<file path="src/rtl/bus_bridge_slave_ctrl.sv">
// rtl/bus_bridge_slave_ctrl.sv - remote-side bus bridge controller
// Packs one bus request into a UART TX frame and, for reads, waits for the UART RX reply.
module bus_bridge_slave_ctrl #(
  parameter int DATA_WIDTH     = 8,
  parameter int BB_ADDR_WIDTH  = 14,
  parameter int TX_FRAME_WIDTH = 32,
  parameter int RX_FRAME_WIDTH = 16,
  parameter int TIMEOUT_CYCLES = 200000
) (
  input  logic                      clk,
  input  logic                      rstn,
  input  logic                      req_valid,
  output logic                      req_ready,
  input  logic                      req_mode,
  input  logic [BB_ADDR_WIDTH-1:0]  req_addr,
  input  logic [DATA_WIDTH-1:0]     req_wdata,
  output logic                      rsp_valid,
  output logic [DATA_WIDTH-1:0]     rsp_rdata,
  output logic                      rsp_timeout,
  output logic [TX_FRAME_WIDTH-1:0] u_din,
  output logic                      u_en,
  input  logic                      u_tx_busy,
  input  logic                      u_rx_ready,
  input  logic [RX_FRAME_WIDTH-1:0] u_dout
);

  localparam int TW       = (TIMEOUT_CYCLES > 2) ? $clog2(TIMEOUT_CYCLES) : 1;
  localparam int DATA_LSB = BB_ADDR_WIDTH + 2;
  localparam int MODE_BIT = DATA_LSB + DATA_WIDTH;
  localparam logic [TW-1:0] TIMER_LAST = TW'(TIMEOUT_CYCLES - 1);

  typedef enum logic [2:0] {IDLE, SEND, TX_START, TX_DONE, WAIT_RX, RESP} state_t;

  state_t                      state_q, state_d;
  logic [TX_FRAME_WIDTH-1:0]   u_din_q, u_din_d;
  logic [TW-1:0]               timer_q, timer_d;
  logic [DATA_WIDTH-1:0]       rsp_rdata_q, rsp_rdata_d;
  logic                        rsp_timeout_q, rsp_timeout_d;
  logic                        prev_rx_ready_q, prev_rx_ready_d;
  logic                        rx_edge;
  logic                        unused_rx_upper;

  // The reply's upper byte carries nothing for this bridge.
  assign unused_rx_upper = ^u_dout[RX_FRAME_WIDTH-1:DATA_WIDTH];
  assign rx_edge         = u_rx_ready & ~prev_rx_ready_q;

  always_comb begin
    state_d         = state_q;
    u_din_d         = u_din_q;
    timer_d         = timer_q;
    rsp_rdata_d     = rsp_rdata_q;
    rsp_timeout_d   = rsp_timeout_q;
    prev_rx_ready_d = u_rx_ready;
    case (state_q)
      IDLE: begin
        if (req_valid) begin
          u_din_d                        = '0;
          u_din_d[BB_ADDR_WIDTH-1:0]     = req_addr;
          if (req_mode) u_din_d[DATA_LSB +: DATA_WIDTH] = req_wdata;
          u_din_d[MODE_BIT]              = req_mode;
          state_d                        = SEND;
        end
      end
      SEND:     state_d = TX_START;
      TX_START: if (u_tx_busy) state_d = TX_DONE;
      TX_DONE: begin
        if (!u_tx_busy) begin
          if (u_din_q[MODE_BIT]) begin
            rsp_rdata_d   = '0;
            rsp_timeout_d = 1'b0;
            state_d       = RESP;
          end else begin
            timer_d = '0;
            state_d = WAIT_RX;
          end
        end
      end
      WAIT_RX: begin
        // A reply arriving on the final timer cycle still counts as delivered.
        if (rx_edge) begin
          rsp_rdata_d   = u_dout[DATA_WIDTH-1:0];
          rsp_timeout_d = 1'b0;
          state_d       = RESP;
        end else if (timer_q == TIMER_LAST) begin
          rsp_rdata_d   = '0;
          rsp_timeout_d = 1'b1;
          state_d       = RESP;
        end else begin
          timer_d = timer_q + TW'(1);
        end
      end
      RESP:    state_d = IDLE;
      default: state_d = IDLE;
    endcase
  end

  always_ff @(posedge clk) begin
    if (!rstn) begin
      state_q         <= IDLE;
      u_din_q         <= '0;
      timer_q         <= '0;
      rsp_rdata_q     <= '0;
      rsp_timeout_q   <= 1'b0;
      prev_rx_ready_q <= 1'b0;
    end else begin
      state_q         <= state_d;
      u_din_q         <= u_din_d;
      timer_q         <= timer_d;
      rsp_rdata_q     <= rsp_rdata_d;
      rsp_timeout_q   <= rsp_timeout_d;
      prev_rx_ready_q <= prev_rx_ready_d;
    end
  end

  assign req_ready   = (state_q == IDLE);
  assign u_en        = (state_q == SEND);
  assign rsp_valid   = (state_q == RESP);
  assign u_din       = u_din_q;
  assign rsp_rdata   = rsp_rdata_q;
  assign rsp_timeout = rsp_timeout_q;

endmodule

</file>
<file path="config.mk">
export PLATFORM = sky130hd
export DESIGN_NAME = bus_bridge_slave_ctrl
export DESIGN_NICKNAME = d
export VERILOG_FILES = /design/src/rtl/bus_bridge_slave_ctrl.sv
export SDC_FILE = /design/constraint.sdc
export NUM_CORES = 1
export LEC_CHECK = 0
export CAP_MARGIN = 5
export CORE_UTILIZATION = 48
export CTS_CLUSTER_DIAMETER = 100
export DETAILED_ROUTE_END_ITERATION = 12
export PLACE_DENSITY = 0.85
export SYNTH_ARGS = -nofsm -noshare
export SYNTH_HDL_FRONTEND = slang
export SYNTH_SLANG_ARGS = --single-unit
</file>
<file path="constraint.sdc">
create_clock -name clk -period 4.75 [get_ports clk]
set_input_delay 0.95 -clock clk [delete_from_list [all_inputs] [get_ports clk]]
set_output_delay 0.95 -clock clk [all_outputs]
set_load 0.05 [all_outputs]
</file>
==> results.sh, run 1 <==
export IMPL_status="finished clean"
export IMPL_cts_root_buf="clkbuf_8"
export IMPL_num_io_pins=88
export IMPL_dieArea_um2=5289
export IMPL_cts_tree="done"
export IMPL_antenna_found_initial=0
export IMPL_intPower_mw=0.7049
export IMPL_ys_ff_latch=54
export IMPL_drtAntennaViolNets=0
export IMPL_endpoint_kind="primary output"
export IMPL_synth_most_common_cell="nand2_1"
export IMPL_drtPass1Iterations=5
export IMPL_synth_top_area_frac=0.4502
export IMPL_crit_slowest_cell="clkdlybuf4s50_1"
export IMPL_drtIter0Drc=164
export IMPL_setup_slack_ns=1.898
export IMPL_async_reset_ff_frac=0
export IMPL_synthTopCellsByCount="55 x nand2_1, 54 x dfxtp_1, 34 x a21oi_1"
export IMPL_cp_arrival_ns=1.90
export IMPL_power_net_switching_mw=0.2789
export IMPL_synth_area_per_cell_um2=8.395
export IMPL_wl_per_cell_um=14.55
export IMPL_path_cells="nor3_1 > clkdlybuf4s50_1"
export IMPL_finalSetupViolCount=0
export IMPL_clk_pin_slew_ns=0.09
export IMPL_core_area_um2=4755
export IMPL_finalClockSkew_ns=0.005299
export IMPL_wl_um=6039
export IMPL_num_vias=2336
export IMPL_seq_power_share=0.488
export IMPL_post_cts_resize_count=0
export IMPL_synth_area_um2=2401
export IMPL_max_stage_delay_ns=0.88
export IMPL_grt_pass1_vias=2110
export IMPL_crit_fanout=8
export IMPL_die_y_um=72.73
export IMPL_maxCapViolations=0
export IMPL_cp_required_ns=3.80
export IMPL_area_growth_syn_to_layout_pct=33.82
export IMPL_grt_first_pass_wirelength_um=9501
export IMPL_hpwlAfterDp_um=4169
export IMPL_grt_max_degree=33
export IMPL_power_mw=0.9838
export IMPL_synthCells=286
export IMPL_ys_seq_area_frac=0.4502
export IMPL_clkSinkCount=54
export IMPL_routabilityCongestion=0.9106
export IMPL_row_count=25
export IMPL_rsz0062_at_grt="false"
export IMPL_finalHoldViolations=0
export IMPL_path_buf_inv=1
export IMPL_vias_per_cell=5.629
export IMPL_power_density_nw_per_um2=306.2
export IMPL_critPathKind="flop to primary output"
export IMPL_cts_setup_buffers=0
export IMPL_crit_family="buffers and inverters"
export IMPL_synthTopCellsByArea="dfxtp_1 45%, nand2_1 8.6%, a21oi_1 7.1%"
export IMPL_relSlewSlack=0.4549
export IMPL_worst_slew_pin_slew_ns=0.8176
export IMPL_yosysTopAreaCell="dfxtp_1"
export IMPL_clk_path_buf_depth=2
export IMPL_hold_buffers=0
export IMPL_drive_gt1_frac=0.06322
export IMPL_p_clk_frac=0.317
export IMPL_setup_tns_ns=0
export IMPL_critPathLaunchType="flop"
export IMPL_die_x_um=72.73
export IMPL_grt_usage=0.2272
export IMPL_ys_warn_count=0
export IMPL_finalMaxSlewViolations=0
export IMPL_synth_edff_count=0
export IMPL_synth_cell_types=55
export IMPL_dp_slack_ns=1.748
export IMPL_power_leakage_nw=1.095
export IMPL_nets=393
export IMPL_drc_errors=0
export IMPL_io_buffers=70
export IMPL_ir_drop_uv=173.2
export IMPL_post_route_period_util=0.6004
export IMPL_worstHoldPathType="flop to flop"
export IMPL_fmax_ghz=0.3507
export IMPL_swShare=0.2835
export IMPL_worstSkewPairLatency_ns=0.30
export IMPL_htreeDepth=2
export IMPL_min_period_ns=2.852
export IMPL_grt_ovfl_total=0
export IMPL_start_util=0.5050
export IMPL_diodes=0
export IMPL_synth_main_ff_cell="dfxtp_1"
export IMPL_comb_power_share=0.195
export IMPL_cts_made_buffers=5
power groups by stage:
stage	Sequential (mW)	Combinational [mW]	Clock [mW]
2_1_floorplan	0.533	0.0843	0
3_3_place_gp	0.489	0.189	0
3_5_place_dp	0.490	0.192	0
4_1_cts	0.480	0.193	0.319
5_1_grt	0.482	0.204	0.331
6_report	0.480	0.192	0.312
cell families after synthesis:
kind of cell,count (synthesis),synth area share
buf+inv,27,0.05732
fa+ha+maj,1,0.005210
flops,54,0.4502
simple gates,120,0.2465
other cells,1,0.001562
compound gates,83,0.2392
stage by stage:
step | utilization | cells | cell area [um^2] | hold WS, ns
final | 0.6758 | 415 | 3213 | 0.4513
after global routing | 0.6758 | 415 | 3213 | 0.4733
after CTS | 0.6758 | 415 | 3213 | 0.4554
after detailed placement | 0.6521 | 408 | 3100 | 0.4437
after global placement | 0.6521 | 408 | 3100 | 0.4374
after floorplan | - | 294 | 2431 | 0.4495
tightest hold or removal path, stage by stage (launching register included):
cell,delay [ns]
dfxtp_1,0.32
nand2_1,0.05
a21oi_1,0.05
cell usage in the layout, fill, tap and decap left out, types with 4 or more instances in the layout:
cell type / instances
nor2_1: 14
clkdlybuf4s50_1: 70
clkbuf_8: 6
nor3_1: 7
nand2_1: 55
a22o_1: 8
dfxtp_1: 54
o21a_1: 4
o21ai_0: 8
nand3_1: 15
conb_1: 9
a31oi_1: 6
a21oi_1: 34
layer usage:
metal / wire length [um] / track usage / share of wire
met1: 2555 / 0.2794 / 0.42
met2: 2935 / 0.3998 / 0.49
met3: 409 / 0.03867 / 0.068
met4: 139 / 0.08061 / 0.023
met5: 0 / 0 / 0
registers in the layout, summed over array words and instances, names as in the netlist:
register	flops
rsp_rdata	8
prev_rx_ready_q	1
state_q	3
u_din	23
timer_q	18
rsp_timeout	1
final cells by class:
cell class              count  area, um^2
clock buffers               6       82.58
clock inverters             1       30.03
flip-flops and latches     54        1081
inverters                   2       7.507
repair buffers             72       715.7
well taps                  67       83.83
multi-input cells         213        1212
fillers                   401        1541
worst paths after layout:
kind / startpoint / cells past startpoint / endpoint / slack (ns)
worst min register to register: u_din[22] / 2 / u_din[22] / 0.45
worst min-delay path: u_din[22] / 2 / u_din[22] / 0.45
worst max-delay path: state_q[2] / 2 / req_ready / 1.90
worst max register to register: timer_q[0] / 6 / rsp_rdata[5] / 2.43
Power figures use the tool's default switching activity.
==> run 2: changes to the inputs <==
--- a/config.mk
+++ b/config.mk
@@ -6,10 +6,10 @@
 export NUM_CORES = 1
 export LEC_CHECK = 0
 export CAP_MARGIN = 5
-export CORE_UTILIZATION = 48
+export CORE_UTILIZATION = 40
 export CTS_CLUSTER_DIAMETER = 100
 export DETAILED_ROUTE_END_ITERATION = 12
-export PLACE_DENSITY = 0.85
+export PLACE_DENSITY = 0.76
 export SYNTH_ARGS = -nofsm -noshare
 export SYNTH_HDL_FRONTEND = slang
 export SYNTH_SLANG_ARGS = --single-unit
==> constraint.sdc (replaced) <==
create_clock -name clk -period 2.4 [get_ports clk]
set_input_delay 0.48 -clock clk [delete_from_list [all_inputs] [get_ports clk]]
set_output_delay 0.48 -clock clk [all_outputs]
set_load 0.05 [all_outputs]
==> results.sh, run 2 (synthesized netlist as in run 1, its figures left out) <==
export IMPL_status="finished clean"
export IMPL_clk_pin_slew_ns=0.09
export IMPL_drive_gt1_frac=0.08169
export IMPL_crit_fanout=9
export IMPL_core_area_um2=5642
export IMPL_grt_pass1_vias=1986
export IMPL_wl_um=5745
export IMPL_wl_per_cell_um=13.45
export IMPL_path_buf_inv=1
export IMPL_ir_drop_uv=346.4
export IMPL_multiInputGateArea_um2=1217
export IMPL_hold_buffers=0
export IMPL_fmax_ghz=0.4351
export IMPL_worstSkewPairLatency_ns=0.30
export IMPL_die_y_um=79.48
export IMPL_row_count=27
export IMPL_grt_first_pass_wirelength_um=9432
export IMPL_drtIter0Drc=119
export IMPL_cp_arrival_ns=1.82
export IMPL_worst_slew_pin_slew_ns=0.7596
export IMPL_relSlewSlack=0.4924
export IMPL_cts_made_buffers=5
export IMPL_crit_slowest_cell="clkdlybuf4s50_1"
export IMPL_area_growth_syn_to_layout_pct=35.17
export IMPL_start_util=0.4256
export IMPL_finalClockSkew_ns=0.005568
export IMPL_power_density_nw_per_um2=562.1
export IMPL_critPathLaunchType="flop"
export IMPL_vias_per_cell=5.316
export IMPL_diodes=0
export IMPL_drtPass1Iterations=4
export IMPL_clk_path_buf_depth=2
export IMPL_regArea_um2=1081
export IMPL_antenna_found_initial=0
export IMPL_routabilityCongestion=0.9195
export IMPL_rrSetupSlack_ns=0.30
export IMPL_cp_required_ns=1.92
export IMPL_num_io_pins=88
export IMPL_nets=399
export IMPL_maxCapViolations=0
export IMPL_grt_ovfl_total=0
export IMPL_rsz0062_at_grt="false"
export IMPL_startpoint="state_q[0]"
export IMPL_placedCellCount=419
export IMPL_worstHoldPathType="flop to flop"
export IMPL_hpwlAfterDp_um=4013
export IMPL_power_mw=1.824
export IMPL_drtAntennaViolNets=0
export IMPL_mostFrequentLayoutCells="69 x clkdlybuf4s50_1, 55 x nand2_1, 54 x dfxtp_1, 34 x a21oi_1, 15 x nand3_1"
export IMPL_num_fill_cells=524
export IMPL_path_cells="and3b_1 > clkdlybuf4s50_1"
export IMPL_worst_r2r_startpoint="timer_q[0]"
export IMPL_cts_setup_buffers=0
export IMPL_largest_reg_flops=23
export IMPL_grt_max_degree=32
export IMPL_die_x_um=79.48
export IMPL_finalMaxSlewViolations=0
export IMPL_worstHoldStart="u_din[21]"
export IMPL_htreeDepth=2
export IMPL_min_to="u_din[21]"
export IMPL_grt_usage=0.1894
export IMPL_finalHoldViolations=0
export IMPL_drc_errors=0
export IMPL_reg2reg_depth=6
export IMPL_max_stage_delay_ns=0.79
export IMPL_finalSetupViolCount=0
export IMPL_dieArea_um2=6316
export IMPL_final_common_cell="clkdlybuf4s50_1"
export IMPL_endpoint_kind="primary output"
export IMPL_min_period_ns=2.298
export IMPL_cts_tree="done"
export IMPL_setup_tns_ns=0
export IMPL_post_route_period_util=0.9576
export IMPL_critPathKind="flop to primary output"
export IMPL_r2r_end="timer_q[10]"
export IMPL_fin_cells=427
export IMPL_post_cts_resize_count=0
export IMPL_hold_path_depth=2
export IMPL_crit_family="buffers and inverters"
export IMPL_clkSinkCount=54
export IMPL_io_buffers=70
export IMPL_num_vias=2270
export IMPL_power_leakage_nw=1.130
export IMPL_cts_root_buf="clkbuf_8"
## run 2: layout make-up
class / count / area share
Sequential cell: 54 / 0.3331
Timing Repair Buffer: 78 / 0.2352
Clock buffer: 6 / 0.02236
Multi-Input combinational cell: 213 / 0.3751
Inverter: 2 / 0.002313
Clock inverter: 2 / 0.004241
Tap cell: 72 / 0.02776
## run 2: per-layer routing
metal / vias up / global-route usage / wire length, um
li1: 1146 / - / -
met3: 6 / 0.04229 / 406
met2: 81 / 0.2906 / 2564
met1: 1037 / 0.2595 / 2696
met5: - / 0 / 0
met4: 0 / 0.06545 / 78
## run 2: worst max-delay path by stage
| stage | to | cells past startpoint |
|---|---|---|
| CTS | u_en | 2 |
| global placement | timer_q[12] | 6 |
| detailed placement | timer_q[12] | 6 |
| floorplan | u_en | 2 |
| global route | rsp_valid | 2 |
| finish | rsp_valid | 2 |
## run 2: worst reg2reg max path: stages (launching register included)
cell	delay [ns]
dfxtp_1	0.39
ha_1	0.22
and3_1	0.23
nand3_1	0.19
o31ai_2	0.64
o21ai_0	0.19
a21oi_1	0.15
## run 2: metrics by stage
| stage | setup WS, ns | hold WS, ns | utilization | cell area [um^2] |
|---|---|---|---|---|
| after floorplan | 0.2975 | 0.4495 | - | 2436 |
| final | 0.1018 | 0.4553 | 0.5753 | 3246 |
| after detailed placement | 0.1290 | 0.4452 | 0.5595 | 3157 |
| after global routing | 0.03289 | 0.4858 | 0.5753 | 3246 |
| after global placement | 0.1643 | 0.4378 | 0.5595 | 3157 |
| after CTS | 0.04574 | 0.4581 | 0.5749 | 3243 |
## run 2: power by group
group          switching (mW)  internal, mW
clock network           0.286         0.206
logic                   0.242         0.139
registers              0.0243         0.927
